File: src/rtl/shared_ram_arbiter.sv
// ----------------------------------------------------------------------------
// shared_ram_arbiter
// Arbitrates main-CPU and sub-CPU access to the single-port shared work RAM.
// Each access holds the RAM bus for ACCESS_CYCLES clocks. It then returns a
// one-cycle ack, plus read data for reads. The per-CPU wait lines let the
// clock generator stretch the CPU bus cycle until that ack arrives.
//
// Configuration macro:
//   ARB_FIXED_PRIO_EN  defined   -> main CPU always wins a simultaneous request
//                      undefined -> round-robin on ties (default)
//
// Ports:
//   CLK_48M                    system clock, rising edge
//   rst                        synchronous reset, active-low
//   req_m/we_m/addr_m/din_m    main-CPU request, direction, address, write data
//   req_s/we_s/addr_s/din_s    sub-CPU request, direction, address, write data
//   ram_dout                   RAM read data
//   ram_cs/ram_we              RAM select / write strobe
//   ram_addr/ram_din           RAM address / write data
//   dout_m/dout_s              per-CPU read data, held until that CPU's next read
//   ack_m/ack_s                one-cycle access-complete pulse
//   wait_m/wait_s              combinational: request pending and not yet served
// ----------------------------------------------------------------------------
module shared_ram_arbiter #(
    parameter int unsigned ADDR_W        = 11,
    parameter int unsigned DATA_W        = 8,
    parameter int unsigned ACCESS_CYCLES = 4
) (
    input  logic              CLK_48M,
    input  logic              rst,
    input  logic              req_m,
    input  logic              we_m,
    input  logic [ADDR_W-1:0] addr_m,
    input  logic [DATA_W-1:0] din_m,
    input  logic              req_s,
    input  logic              we_s,
    input  logic [ADDR_W-1:0] addr_s,
    input  logic [DATA_W-1:0] din_s,
    input  logic [DATA_W-1:0] ram_dout,
    output logic              ram_cs,
    output logic              ram_we,
    output logic [ADDR_W-1:0] ram_addr,
    output logic [DATA_W-1:0] ram_din,
    output logic [DATA_W-1:0] dout_m,
    output logic [DATA_W-1:0] dout_s,
    output logic              ack_m,
    output logic              ack_s,
    output logic              wait_m,
    output logic              wait_s
);

    localparam int unsigned    CNT_W    = 4;
    localparam logic [CNT_W-1:0] CNT_LOAD = CNT_W'(ACCESS_CYCLES - 1);

    typedef enum logic [1:0] {
        IDLE    = 2'd0,
        GRANT_M = 2'd1,
        GRANT_S = 2'd2
    } state_e;

    state_e             state_q;
    logic [CNT_W-1:0]   cnt_q;
    logic               we_q;
    logic [ADDR_W-1:0]  ram_addr_q;
    logic [DATA_W-1:0]  ram_din_q;
    logic               ram_cs_q;
    logic               ram_we_q;
    logic [DATA_W-1:0]  dout_m_q;
    logic [DATA_W-1:0]  dout_s_q;
    logic               ack_m_q;
    logic               ack_s_q;
    logic               armed_m_q;
    logic               armed_s_q;
    logic               last_grant_s_q;

    logic               armed_m_d;
    logic               armed_s_d;
    logic               elig_m;
    logic               elig_s;
    logic               pick_m;
    logic               pick_s;
    logic               last_cycle;

    // Arbitration decision and re-arm bookkeeping.
    always_comb begin
        elig_m     = req_m & armed_m_q;
        elig_s     = req_s & armed_s_q;
        pick_m     = 1'b0;
        pick_s     = 1'b0;
        last_cycle = (state_q != IDLE) && (cnt_q == '0);

        if (state_q == IDLE) begin
            if (elig_m && elig_s) begin
`ifdef ARB_FIXED_PRIO_EN
                pick_m = 1'b1;
`else
                // Round-robin: the side that did not win last time goes first.
                pick_m = last_grant_s_q;
                pick_s = !last_grant_s_q;
`endif
            end else begin
                pick_m = elig_m;
                pick_s = elig_s;
            end
        end

        // A low request re-arms; completion disarms so a held request is served once.
        if (!req_m) begin
            armed_m_d = 1'b1;
        end else if (last_cycle && (state_q == GRANT_M)) begin
            armed_m_d = 1'b0;
        end else begin
            armed_m_d = armed_m_q;
        end

        if (!req_s) begin
            armed_s_d = 1'b1;
        end else if (last_cycle && (state_q == GRANT_S)) begin
            armed_s_d = 1'b0;
        end else begin
            armed_s_d = armed_s_q;
        end
    end

    // Access sequencer: grant, hold the RAM bus for ACCESS_CYCLES clocks, then ack.
    always_ff @(posedge CLK_48M) begin
        if (!rst) begin
            state_q        <= IDLE;
            cnt_q          <= '0;
            we_q           <= 1'b0;
            ram_addr_q     <= '0;
            ram_din_q      <= '0;
            ram_cs_q       <= 1'b0;
            ram_we_q       <= 1'b0;
            dout_m_q       <= '0;
            dout_s_q       <= '0;
            ack_m_q        <= 1'b0;
            ack_s_q        <= 1'b0;
            armed_m_q      <= 1'b1;
            armed_s_q      <= 1'b1;
            last_grant_s_q <= 1'b1;
        end else begin
            ack_m_q   <= 1'b0;
            ack_s_q   <= 1'b0;
            armed_m_q <= armed_m_d;
            armed_s_q <= armed_s_d;

            case (state_q)
                IDLE: begin
                    if (pick_m) begin
                        state_q        <= GRANT_M;
                        ram_addr_q     <= addr_m;
                        ram_din_q      <= din_m;
                        we_q           <= we_m;
                        ram_we_q       <= we_m;
                        ram_cs_q       <= 1'b1;
                        cnt_q          <= CNT_LOAD;
                        last_grant_s_q <= 1'b0;
                    end else if (pick_s) begin
                        state_q        <= GRANT_S;
                        ram_addr_q     <= addr_s;
                        ram_din_q      <= din_s;
                        we_q           <= we_s;
                        ram_we_q       <= we_s;
                        ram_cs_q       <= 1'b1;
                        cnt_q          <= CNT_LOAD;
                        last_grant_s_q <= 1'b1;
                    end
                end

                GRANT_M, GRANT_S: begin
                    if (cnt_q == '0) begin
                        state_q  <= IDLE;
                        ram_cs_q <= 1'b0;
                        ram_we_q <= 1'b0;
                        if (state_q == GRANT_M) begin
                            ack_m_q <= 1'b1;
                            if (!we_q) begin
                                dout_m_q <= ram_dout;
                            end
                        end else begin
                            ack_s_q <= 1'b1;
                            if (!we_q) begin
                                dout_s_q <= ram_dout;
                            end
                        end
                    end else begin
                        cnt_q <= cnt_q - CNT_W'(1);
                        // Strobe drops one cycle early so the address is stable at its trailing edge.
                        ram_we_q <= we_q && (cnt_q != CNT_W'(1));
                    end
                end

                default: begin
                    state_q  <= IDLE;
                    ram_cs_q <= 1'b0;
                    ram_we_q <= 1'b0;
                end
            endcase
        end
    end

    assign ram_cs   = ram_cs_q;
    assign ram_we   = ram_we_q;
    assign ram_addr = ram_addr_q;
    assign ram_din  = ram_din_q;
    assign dout_m   = dout_m_q;
    assign dout_s   = dout_s_q;
    assign ack_m    = ack_m_q;
    assign ack_s    = ack_s_q;

    // Wait is forced low while reset is asserted so every output reads 0 in reset.
    assign wait_m = rst & req_m & armed_m_q;
    assign wait_s = rst & req_s & armed_s_q;

endmodule
File: config.mk
export PLATFORM = sky130hd
export DESIGN_NAME = shared_ram_arbiter
export DESIGN_NICKNAME = d
export VERILOG_FILES = /design/src/rtl/shared_ram_arbiter.sv
export SDC_FILE = /design/constraint.sdc
export NUM_CORES = 1
export LEC_CHECK = 0
export CORE_UTILIZATION = 42
export DETAILED_ROUTE_END_ITERATION = 10
export PLACE_DENSITY = 0.79
export SETUP_SLACK_MARGIN = 0.05
export SLEW_MARGIN = 20
export SYNTH_ARGS = -nofsm -noshare
export SYNTH_HDL_FRONTEND = slang
export SYNTH_SLANG_ARGS = --single-unit
File: constraint.sdc
create_clock -name CLK_48M -period 1.89 [get_ports CLK_48M]
set_input_delay 0.2835 -clock CLK_48M [delete_from_list [all_inputs] [get_ports CLK_48M]]
set_output_delay 0.2835 -clock CLK_48M [all_outputs]
set_load 0.005 [all_outputs]
==> results_dict.tcl <==
set metrics [dict create \
    hold_class "reg -> reg" \
    fin_area_um2 3330 \
    routed_wl_um 5590 \
    p_per_area_nw_per_um2 910 \
    r2r_end "cnt_q[3]" \
    antenna_cells 0 \
    min_period_over_period 0.957 \
    synth_area_leaders "dfxtp_1 45%, mux2i_1 16%, o21ai_0 5.5%" \
    synth_edf_count 0 \
    layout_commonest_cell "clkdlybuf4s50_1" \
    whs_path_depth 2 \
    initial_utilization 0.450 \
    synth_top_family_by_area "compound AO/OA/AOI/OAI gates" \
    critPathTopFamily "buffers and inverters" \
    final_antenna_net_count 0 \
    cap_violations 0 \
    required_ps 1610 \
    io_buffer_count 92 \
    clockBufferDepth 2 \
    worstPathCellList "clkdlybuf4s50_1 > and3_1 > clkdlybuf4s50_1" \
    yosysUniqueCellTypes 40 \
    synth_top_area_cell "dfxtp_1" \
    synth_xor_area_frac 0 \
    synth_simple_gate_area_share 0.123 \
    gp_congestion 0.781 \
    avgRoutedWirePerCell_um 14.0 \
    setup-violations-final 0 \
    dieArea_um2 5480 \
    period_needed_ps 1810 \
    utilization 0.687 \
    via_per_inst 5.01 \
    ff2ff_setup_slack_ps 190 \
    path_buf_inv 2 \
    synth_nets 289 \
    cts_setup_buffers 0 \
    critPathArrivalTime_ps 1530 \
    holdWs_ps 507 \
    clk_latency_ps 310 \
    io_pins 93 \
    synth_mux_area_frac 0.161 \
    synth_fa_ha_area_frac 0.0459 \
    cellLeakagePower_nw 1.44 \
    drive_gt1_frac 0.102 \
    synth_cells 229 \
    path_clk_slew_ps 100 \
    num-nets-final 391 \
    crit_path_max_fanout 5 \
    hold_viol_final 0 \
    grt_pass1_vias 1887 \
    dpl.hpwl_um 4210 \
    drc_errors 0 \
    timing.rr.start "state_q[0]" \
    cts_tree "yes" \
    async_reset_ff_frac 0 \
    peakVddDrop_mv 0.476 \
    mappedNetlistArea_um2 2180 \
    synth-main-ff-cell "dfxtp_1" \
    fmax_ghz 0.553 \
    grt_max_degree 24 \
    crit_path_end_kind "output pin" \
    die-height_um 74.1 \
    vias 2000 \
    area_growth_pct 52.7 \
    drtIter0Drc 92 \
    max-slew-margin-rel 0.705 \
    fin_total_pwr_mw 3.03 \
    skew_ps 8.14 \
    avgSynthCellArea_um2 9.52 \
    drtPass1Iterations 4 \
    min_to "dout_m[2]" \
    worstSetupStartpointType "input port" \
    numClockSinks 49 \
    htree_levels 2 \
    cts_root_buf "clkbuf_8" \
    tns_ps 0 \
    grt_remaining_overflow 0 \
    core_um2 4850 \
    slowest_delay_ps 560 \
    synth.top_cell.area_share 0.450 \
    rsz0062_at_grt "no" \
    cpMostUsedCell "clkdlybuf4s50_1" \
    ys_ff_latch 49 \
    cts_hold_buffers 0 \
    grt.total_usage 0.214 \
    reg2reg_depth 6 \
    worstSetupPathType "in -> out" \
    synth_compound_area_frac 0.173 \
    yosys_warnings 0 \
    post_dp_cell_area_um2 3230 \
    die_x_um 74.1 \
    drv_slew 0 \
    final_cell_mix "90 x clkdlybuf4s50_1, 49 x dfxtp_1, 35 x mux2i_1, 28 x nor2_1, 24 x o21ai_0" \
    antenna_found_initial 0 \
    min_from "dout_m[2]" \
    crit_slowest_cell "clkdlybuf4s50_1" \
    row_count 25 \
    grt_pass1_wl_um 8950 \
    status "complete, no violations" \
    worst_slew_pin_slew_ps 443 \
    numCtsBuffers 5 \
    yosysSeqAreaShare 0.450 \
    cts-resized-gates 2 \
]
[kinds of logic (layout without fill, tap and decap cells)]
group	after synthesis	in the layout
adder cells (fa/ha/maj)	8	8
flip-flops	49	49
AO/OA/AOI/OAI	63	63
AND/OR/NAND/NOR	53	53
multiplexers	35	35
buffers and inverters	21	124
[state kept, by name (all words and copies together) (netlist names), 2 cells and up]
| name | flops |
|---|---|
| state_q | 2 |
| ram_din | 8 |
| dout_m | 8 |
| dout_s | 8 |
| ram_addr | 11 |
| cnt_q | 4 |
[metrics by stage]
step	instances	setup WS [ps]
final	399	81.4
after global routing	399	61.2
after CTS	399	82.2
after detailed placement	391	-2.28
after global placement	391	33.1
after floorplan	229	173
[final cells by class]
cell class	instances	area (um^2)
Clock buffer	5	68.8
Clock inverter	3	22.5
Fill cell	402	1520
Inverter	8	30.0
Multi-Input combinational cell	159	1110
Sequential cell	49	981
Tap cell	67	83.8
Timing Repair Buffer	108	1040
[tightest hold or removal path: stages, from the launching register on]
cell     delay, ps
dfxtp_1        340
mux2i_1         70
nor2_1          70
[layer usage]
layer  wire length (um)  global-route usage  share of wire  vias up
li1                   -                   -              -     1017
met1               2440               0.256           0.44      923
met2               2780               0.366           0.50       51
met3                272              0.0596          0.049        9
met4                106              0.0769          0.019        0
met5                  0                   0              0        -
[synth_stat cells (all sizes together) (3+ instances only)]
library cell / instances
dfxtp: 49
nand2: 6
nor3b: 3
nor2: 29
a211oi: 4
o21ai: 25
inv: 8
mux2i: 35
ha: 8
a21oi: 22
nand3: 5
clkbuf: 7
buf: 6
[where the power goes]
part	total [mW]	switching, mW	internal (mW)
Combinational	1.12	0.514	0.609
Clock	0.626	0.366	0.260
Sequential	1.28	0.0967	1.19
[how the worst max path moves through the flow]
stage	startpoint	endpoint	slack, ps	depth (start not counted)
final	req_s	wait_s	80	3
after CTS	req_s	wait_s	80	3
after detailed placement	req_s	ram_addr[0]	-2	6
after global routing	req_s	wait_s	60	3
after floorplan	state_q[0]	cnt_q[3]	170	6
after global placement	rst	wait_m	30	4
Note: power is estimated with default switching activity, not from simulation.
